<file path="src/rtl/z80_mem_arbiter.sv">
// Z80 / DMA shared-RAM arbiter.
// Two requesters share one synchronous single-port RAM. Each access is an
// issue cycle (RAM enable) followed by a data cycle. Ties are resolved
// round-robin. The CPU is stalled through WAIT until its access completes.
module z80_mem_arbiter #(
    parameter int ADDR_W = 13,
    parameter int DATA_W = 8
) (
    input  logic              i_clk,
    input  logic              i_reset_n,
    // Z80 side
    input  logic              i_cpu_mreq,
    input  logic              i_cpu_wr,
    input  logic [15:0]       i_cpu_addr,
    input  logic [DATA_W-1:0] i_cpu_do,
    output logic [DATA_W-1:0] o_cpu_di,
    output logic              o_cpu_wait,
    // DMA / loader side
    input  logic              i_dma_req,
    input  logic              i_dma_we,
    input  logic [ADDR_W-1:0] i_dma_addr,
    input  logic [DATA_W-1:0] i_dma_wdata,
    output logic              o_dma_ack,
    output logic [DATA_W-1:0] o_dma_rdata,
    // RAM side
    output logic              o_mem_en,
    output logic              o_mem_we,
    output logic [ADDR_W-1:0] o_mem_addr,
    output logic [DATA_W-1:0] o_mem_wdata,
    input  logic [DATA_W-1:0] i_mem_rdata
);

    typedef enum logic [2:0] {
        IDLE,
        CPU_ISS,
        CPU_DAT,
        DMA_ISS,
        DMA_DAT
    } state_t;

    state_t            state;
    state_t            state_nx;
    logic              last_dma;      // 1 when the DMA port was served last
    logic              cpu_served;    // current mreq assertion already got its access
    logic              cpu_pend;
    logic              dma_pend;
    logic              prefer_cpu;
    logic [DATA_W-1:0] cpu_di_q;
    logic [DATA_W-1:0] dma_rdata_q;

    // CPU_DAT is the access being completed, so it is not pending again.
    assign cpu_pend = i_cpu_mreq && !cpu_served && (state != CPU_DAT);
    assign dma_pend = i_dma_req;

    // Arbitrating out of a DAT state uses the grant being completed right now,
    // since last_dma only updates at the end of that cycle.
    assign prefer_cpu = (state == DMA_DAT) ? 1'b1 :
                        (state == CPU_DAT) ? 1'b0 : last_dma;

    // Reset gating keeps WAIT low while the arbiter is held in reset.
    assign o_cpu_wait = i_reset_n && cpu_pend;

    assign o_cpu_di = cpu_di_q;

    // DMA read data follows the RAM output during the ack cycle, then holds.
    assign o_dma_rdata = (state == DMA_DAT) ? i_mem_rdata : dma_rdata_q;

    // Next-state selection and RAM/ack drive.
    always_comb begin
        state_nx    = state;
        o_mem_en    = 1'b0;
        o_mem_we    = 1'b0;
        o_mem_addr  = '0;
        o_mem_wdata = '0;
        o_dma_ack   = 1'b0;
        case (state)
            IDLE, CPU_DAT, DMA_DAT: begin
                o_dma_ack = (state == DMA_DAT);
                if (cpu_pend && (!dma_pend || prefer_cpu)) begin
                    state_nx = CPU_ISS;
                end else if (dma_pend) begin
                    state_nx = DMA_ISS;
                end else begin
                    state_nx = IDLE;
                end
            end
            CPU_ISS: begin
                o_mem_en    = 1'b1;
                o_mem_we    = i_cpu_wr;
                o_mem_addr  = i_cpu_addr[ADDR_W-1:0];
                o_mem_wdata = i_cpu_do;
                state_nx    = CPU_DAT;
            end
            DMA_ISS: begin
                o_mem_en    = 1'b1;
                o_mem_we    = i_dma_we;
                o_mem_addr  = i_dma_addr;
                o_mem_wdata = i_dma_wdata;
                state_nx    = DMA_DAT;
            end
            default: state_nx = IDLE;
        endcase
    end

    // State register, grant history, CPU served flag and read-data capture.
    always_ff @(posedge i_clk or negedge i_reset_n) begin
        if (!i_reset_n) begin
            state       <= IDLE;
            last_dma    <= 1'b1;
            cpu_served  <= 1'b0;
            cpu_di_q    <= '0;
            dma_rdata_q <= '0;
        end else begin
            state <= state_nx;
            if (!i_cpu_mreq) begin
                cpu_served <= 1'b0;
            end else if (state == CPU_DAT) begin
                cpu_served <= 1'b1;
            end
            if (state == CPU_DAT) begin
                cpu_di_q <= i_mem_rdata;
                last_dma <= 1'b0;
            end
            if (state == DMA_DAT) begin
                dma_rdata_q <= i_mem_rdata;
                last_dma    <= 1'b1;
            end
        end
    end

endmodule
</file>
<file path="config.mk">
export PLATFORM = sky130hd
export DESIGN_NAME = z80_mem_arbiter
export DESIGN_NICKNAME = d
export VERILOG_FILES = /design/src/rtl/z80_mem_arbiter.sv
export SDC_FILE = /design/constraint.sdc
export NUM_CORES = 1
export LEC_CHECK = 0
export CORE_MARGIN = 2
export CORE_UTILIZATION = 33
export DETAILED_ROUTE_END_ITERATION = 6
export GPL_ROUTABILITY_DRIVEN = 0
export HOLD_SLACK_MARGIN = 0.05
export MAX_ROUTING_LAYER = met4
export PLACE_DENSITY = 0.93
export SKIP_LAST_GASP = 1
export SLEW_MARGIN = 20
export SYNTH_ARGS = -nofsm -noshare
export SYNTH_HDL_FRONTEND = slang
export SYNTH_SLANG_ARGS = --single-unit
export TNS_END_PERCENT = 5
</file>
<file path="constraint.sdc">
create_clock -name i_clk -period 1.5 [get_ports i_clk]
set_input_delay 0.225 -clock i_clk [delete_from_list [all_inputs] [get_ports i_clk]]
set_output_delay 0.225 -clock i_clk [all_outputs]
set_load 0.1 [all_outputs]
</file>
== Yosys cells after proc, flatten, opt, wreduce, memory -nomap -nowiden ==
Cells that the tools add are included.

* Flip-flop bits (word level): 21
* Bits of input ports: 59
* Word-level logic and storage cells: 34

* Eq/ne operators: 6
* Muxes and demuxes: 13
* Reduce and logical (&&, ||, !) cells: 10

{| class="wikitable"
|+ Operators by type and width
! cell !! count
|-
| case mux 13 bit (2 select lines) || 1
|-
| case mux 8 bit (2 select lines) || 1
|-
| case mux 3 bit (3 select lines) || 1
|-
| 2-to-1 mux 8 bit || 1
|-
| == test 3 x 2 -> 1 bit, second input constant || 2
|-
| 2-to-1 mux 1 bit || 6
|-
| logical AND 1 bit || 4
|-
| 2-to-1 mux 2 bit || 2
|-
| == test 3 x 1 -> 1 bit, second input constant || 1
|-
| == test 3 bit, second input constant || 1
|-
| zero test 3 bit || 1
|-
| inequality test 3 x 2 -> 1 bit, second input constant || 1
|-
| OR reduction 3 bit || 1
|-
| zero test 1 bit || 2
|-
| inequality test 2 x 1 -> 1 bit, second input constant || 1
|-
| case mux 1 bit (2 select lines) || 1
|-
| OR reduction 2 bit || 1
|-
| logical OR 1 bit || 1
|}

== Logic depth before layout (Yosys ltp) ==
Gate-level depths: netlist of the first run.

* Depth in word-level cells: 7
* Gate-level depth with buffers: 5
* Gate-level depth less buffers: 3

== Least setup slack after synthesis of the first run ==
OpenSTA, ideal clock, no wires.

* Path type: register -> output
* Start point: reg state[2]
* End point: out o_mem_addr[10]
* Data arrival time: 2.115 ns
* Setup slack: -0.840 ns
* Stages on the path, launching flop included: 5
* Buffers on the path: 2
* Cell sequence: dfrtp_1 > nand2b_1 > buf_2 > buf_2 > nor2_1

* Longest elaborated chain between the ends: 2

{| class="wikitable"
|+ Ends and longest elaborated chain
! what !! RTL line !! RTL
|-
| start: declaration || 41 || <nowiki>state_t state;</nowiki>
|-
| start signal: assignment || 114 || <nowiki>state <= state_nx;</nowiki>
|-
| == test 3 x 2 -> 1 bit / == test 3 x 1 -> 1 bit (equally long branches) || 76 || <nowiki>case (state)</nowiki>
|-
| case mux 13 bit (2 select lines) (*) || 76 ||
|-
| end: declaration || 28 || <nowiki>output logic [ADDR_W-1:0] o_mem_addr,</nowiki>
|}

Every way passes the cells marked *; elsewhere a longest branch is shown, timed or not.

== Final worst setup path of the first run ==
* Start point: reg state[1]
* End point: out o_dma_rdata[3]

* Longest elaborated chain between the ends: 2

{| class="wikitable"
|+ Ends and longest elaborated chain
! what !! RTL line !! RTL
|-
| == test 3 bit || 66 || <nowiki>assign o_dma_rdata = (state == DMA_DAT) ? i_mem_rdata : dma_rdata_q;</nowiki>
|-
| 2-to-1 mux 8 bit || - ||
|-
| end: declaration || 24 || <nowiki>output logic [DATA_W-1:0] o_dma_rdata,</nowiki>
|}

No other way between the ends.

==> metrics, run 1 <==
status finished with violations; failing checks setup timing; post-place instance area 2920 sq um; Worst slew margin 79.0%; 1st-iter DRT viols 51; Hold Crit Class input pin to asynchronous set/reset pin; Max Clock Freq 0.547 GHz; DP HPWL 3.72 mm; final global-route overflow total 0; fin nets 276; Core Util, Final 83.2%; CTS tree done; Num CTS Buffers 3; DRC Markers 0; Crit path buffers/inverters 2; first-pass GRT wire length 6.82 mm; drt first pass iters 4; H-tree depth 1; Avg Inst Size Synth 11.7 sq um; Vias/cell 4.61; clock sink count 21; Via Count 1218; fin. max-slew vios 0; I/O Pins 100; CP Cell Sequence nor3b_2, buf_12, mux2_4, buf_12; Max FO, Critical Path 10; core area 3630 sq um; CP dominant cell by count buf_12; Synth Warn # 0; routed length per instance 17.3 microns; number of global-route vias before repair 1371; initial antenna violation count 0; Worst path top cell family by delay flip-flops; Max Cap Viol 0; Tot GR Track Use 22.0%; clock edge transition at the registers on the reported setup and hold paths 70 ps; final std cells w/o fill 264; syn nets 165; CP startpoint kind register; WL final 4.56 mm; Skew-Pair Late Insertion Delay 260 ps; Initial Utilization 34.3%; Setup CP Type register to primary output; pin count of the biggest net entering global routing 22; # port buffers 96; worst-margin pin slew 306 ps; CTS Hold Bufs 0; crit end category primary output; Syn Inst Count 106; Max stage delay cell, worst path dfrtp_1; Yosys reg bits 21; post-place setup slack -82.6 ps; cell area after layout 3020 sq um; arrival time worst endpoint 1600 ps; fillers 206; Cell Area, Synth 1240 sq um; Final setup viols 37; post-synthesis sequential area ratio 42.3%; Crit path required time 1270 ps; ANT cells 0; minimum clock period 1830 ps; DIE HEIGHT 65.4 microns; post-route ant nets 0; Final period util 122%; row count 22; CTS root buffer clkbuf_8; Bufs on Longest Clock Path 2; RSZ-0062 raised after global routing yes; Die ar. 4280 sq um; Hold Vio Cnt, Final 0; Largest stage delay, worst path 410 ps; placed cell count 256; Final WS setup -330 ps; area delta synth->final 143%; skew final 1.76 ps; most common cell after layout, fill and taps aside clkdlybuf4s50_1; die width 65.4 microns; most frequent cells in the layout 55 x clkdlybuf4s50_1, 45 x buf_12, 22 x mux2i_1, 20 x nor2_4, 20 x dfrtp_1; Synth cell types 20; layout cells sized above 1 49.5%
repair_timing:
| item | 4_1_cts | 5_1_grt |
|---|---|---|
| pin swaps | 1 | 1 |
| endpoints found under the setup margin | 41 | 41 |
| cloned | 0 | 0 |
| buffers inserted | 0 | 4 |
| gates resized for setup | 0 | 4 |
cell usage after synthesis, drive strengths merged:
| master | n | area [sq um] |
|---|---|---|
| nor2 | 23 | 86.3 |
| mux2i | 22 | 220 |
| dfrtp | 20 | 500 |
| mux2 | 16 | 240 |
| buf | 8 | 61.3 |
| inv | 3 | 11.3 |
| nand2b | 2 | 12.5 |
| nor3b | 2 | 25.0 |
| o21ai | 2 | 10.0 |
| a21o | 1 | 7.51 |
| a21oi | 1 | 5.00 |
| a32o | 1 | 10.0 |
| and3 | 1 | 6.26 |
| dfstp | 1 | 26.3 |
| nor2b | 1 | 6.26 |
| o21a | 1 | 7.51 |
| o221ai | 1 | 8.76 |
registers in the layout (all words and copies together) (netlist names):
name,flops
dma_rdata_q,8
cpu_served,1
o_cpu_di,8
state,3
last_dma,1
layout make-up:
| type | instances | area, sq um | area share, % |
|---|---|---|---|
| clock buffers | 4 | 45.0 | 1.49 |
| inverters | 3 | 11.3 | 0.373 |
| multi-input cells | 74 | 815 | 27.0 |
| flip-flops and latches | 21 | 527 | 17.4 |
| well taps | 48 | 60.1 | 1.99 |
| repair buffers | 114 | 1560 | 51.8 |
cell families (layout without fill, tap and decap cells):
group / Yosys count / count (layout) / synth area share [%]
muxes: 38 / 38 / 37.0
AOI/OAI and AO/OA: 7 / 7 / 3.92
and+or+nand+nor: 29 / 29 / 11.0
buffers and inverters: 11 / 121 / 5.83
DFF: 21 / 21 / 42.3
final timing paths:
check / cells after the start / endpoint / from / slack, ps
worst max-delay path: 4 / o_dma_rdata[3] / state[1]$_DFF_PN0_ / -330
worst min-delay path: 2 / o_cpu_di[4]$_DFFE_PN0P_ / i_reset_n / 360
worst max register to register: 5 / o_cpu_di[0]$_DFFE_PN0P_ / state[1]$_DFF_PN0_ / -10
worst min register to register: 1 / cpu_served$_DFFE_PN0P_ / cpu_served$_DFFE_PN0P_ / 500
max in group asynchronous: 2 / last_dma$_DFF_PN1_ / i_reset_n / 870
min in group i_clk: 1 / cpu_served$_DFFE_PN0P_ / cpu_served$_DFFE_PN0P_ / 500
stage by stage:
step,setup TNS [ps],hold WS [ps]
2_1_floorplan,-7020,-70.6
3_5_place_dp,-984,485
5_1_grt,-11340,369
6_report,-8220,361
4_1_cts,-8340,343
3_3_place_gp,-307,473
per-layer routing:
metal  GRT usage [%]  share of wire [%]  vias up
met1            22.7                 34      560
li1                -                  -      586
met5               -                  0        -
met2            40.9                 56       68
met4            7.03               0.83        0
met3            5.31                9.1        4
worst register-to-register path, stage by stage, from the launching register on:
cell	delay [ps]
dfrtp_1	390
buf_4	130
buf_6	100
nor3b_4	210
buf_4	240
mux2_4	320
Power of run 1 is left out: the tool's default activity adds up to more than one toggle a clock period on the data nets, which glitch-free logic cannot reach.
==> inputs of run 2 (changes only) <==
- CORE_ASPECT_RATIO: unset -> 0.8
==> metrics, run 2 (synthesis results as in run 1) <==
row count 19 (-14%); H-tree depth 1 (unchanged); CTS Hold Bufs 0 (unchanged); 1st-iter DRT viols 15 (-71%); post-route ant nets 0 (unchanged); final global-route overflow total 0 (unchanged); most common cell after layout, fill and taps aside clkdlybuf4s50_1; WL final 4.96 mm (+8.8%); crit end category primary output; Reg2Reg Setup Slack 0 ps (about the same); Max stage delay cell, worst path dfrtp_1; CP Cell Sequence nor3b_4, buf_4, mux2_4, buf_12; worst-margin pin slew 380 ps (+74.4 ps); most frequent cells in the layout 55 x clkdlybuf4s50_1, 43 x buf_12, 22 x mux2i_1, 20 x nor2_4, 20 x dfrtp_1; Worst slew margin 73.9% (-5.1 points); Vias/cell 4.84 (+5.0%); cell area after layout 2970 sq um (-1.6%); minimum clock period 1870 ps (+39.5 ps); Hold Vio Cnt, Final 0 (unchanged); Via Count 1240 (+1.8%); Max FO, Critical Path 4 (-6); clock sink count 21 (unchanged); CP startpoint kind register; Tot GR Track Use 24.8% (+2.8 points); Worst Setup EP o_dma_rdata[5]; Skew-Pair Late Insertion Delay 270 ps (about the same); Die ar. 4280 sq um (about the same); fin. max-slew vios 0 (unchanged); Max Clock Freq 0.535 GHz (-2.1%); status finished with violations; Worst path top cell family by delay flip-flops; CTS tree done; CP Launch Point state[1]$_DFF_PN0_; Hold Crit Class input pin to asynchronous set/reset pin; Largest stage delay, worst path 420 ps (about the same); RSZ-0062 raised after global routing yes; Crit Reg-Reg Endpoint o_cpu_di[0]$_DFFE_PN0P_; Final period util 125% (+2.6 points); DRC Markers 0 (unchanged); area delta synth->final 139%; layout cells sized above 1 49.5% (about the same); Initial Utilization 35.4% (+1.1 points); I/O Pins 100 (unchanged); WP depth 4 (unchanged); ANT cells 0 (unchanged); clock edge transition at the registers on the reported setup and hold paths 80 ps (about the same); core area 3520 sq um (-3.2%); post-place setup slack -46.1 ps (+36.5 ps); CTS root buffer clkbuf_8; Bufs on Longest Clock Path 2 (unchanged); Crit path buffers/inverters 2 (unchanged); post-place instance area 2890 sq um (-0.94%); pin count of the biggest net entering global routing 22 (unchanged); R2R cell count 4 (-1); Final WS setup -369 ps (-39.5 ps); reg2reg start state[0]$_DFF_PN0_; DIE HEIGHT 58.9 microns (-9.9%); skew final 1.74 ps (-0.0137 ps); number of global-route vias before repair 1389 (+1.3%); die width 72.7 microns (+11%); setup total negative slack -9040 ps (-822 ps); Crit path required time 1270 ps (about the same); DP HPWL 3.79 mm (+1.9%); first-pass GRT wire length 7.55 mm (+11%); drt first pass iters 4 (unchanged); arrival time worst endpoint 1640 ps (+40 ps); Setup CP Type register to primary output; fin nets 274 (-0.72%); Num CTS Buffers 3 (unchanged); Final setup viols 33 (-11%); Final Hold Slack 357 ps (-4.22 ps); Max Cap Viol 0 (unchanged); failing checks setup timing; routed length per instance 19.4 microns (+12%); # port buffers 96 (unchanged); fillers 168 (-18%); initial antenna violation count 0 (unchanged)
run 2: how the worst min path moves through the flow:
| stage | startpoint | to | slack, ps |
|---|---|---|---|
| final | i_reset_n | state[2]$_DFF_PN0_ | 360 |
| after global placement | cpu_served$_DFFE_PN0P_ | cpu_served$_DFFE_PN0P_ | 470 |
| after CTS | i_reset_n | state[0]$_DFF_PN0_ | 360 |
| after global routing | i_reset_n | state[0]$_DFF_PN0_ | 390 |
| after detailed placement | dma_rdata_q[4]$_DFF_PN0_ | dma_rdata_q[4]$_DFF_PN0_ | 500 |
| after floorplan | i_reset_n | cpu_served$_DFFE_PN0P_ | -70 |
run 2: worst reg2reg max path, stage by stage, from the launching register on:
cell	delay [ps]
dfrtp_1	410
buf_4	170
nor3b_4	260
buf_4	230
mux2_4	310
run 2: final cells by class:
class	count	area, sq um	share of cell area (%)
Timing Repair Buffer	112	1520	51.1
Multi-Input combinational cell	74	817	27.5
Sequential cell	21	527	17.7
Tap cell	42	52.6	1.77
Clock buffer	3	41.3	1.39
Inverter	3	11.3	0.379
Clock inverter	1	5.00	0.168
run 2: per-layer routing:
metal,track usage (%),vias up,part of all wire [%]
met3,2.91,5,6.2
met1,29.7,589,40
li1,-,583,-
met4,6.35,0,1.0
met2,44.4,63,53
met5,-,-,0
run 2: stage by stage:
stage	cells	utilization [%]
after detailed placement	249	82.1
after global placement	249	82.1
after floorplan	106	-
after CTS	253	83.5
final	256	84.5
after global routing	256	84.5
run 2: timing repair:
| item | 4_1_cts | 5_1_grt |
|---|---|---|
| setup buffers | 0 | 2 |
| gates resized for setup | 1 | 3 |
| endpoints found under the setup margin | 39 | 39 |
| pin swaps | 0 | 1 |
| gates cloned | 0 | 1 |
Power of run 2 is left out for the same reason.
==> inputs of run 3 (changes only) <==
- CAP_MARGIN: unset -> 20
==> results of run 3 <==
The final DEF is identical to that of run 2; final timing and power are the same.
Power of run 3 is left out for the same reason.
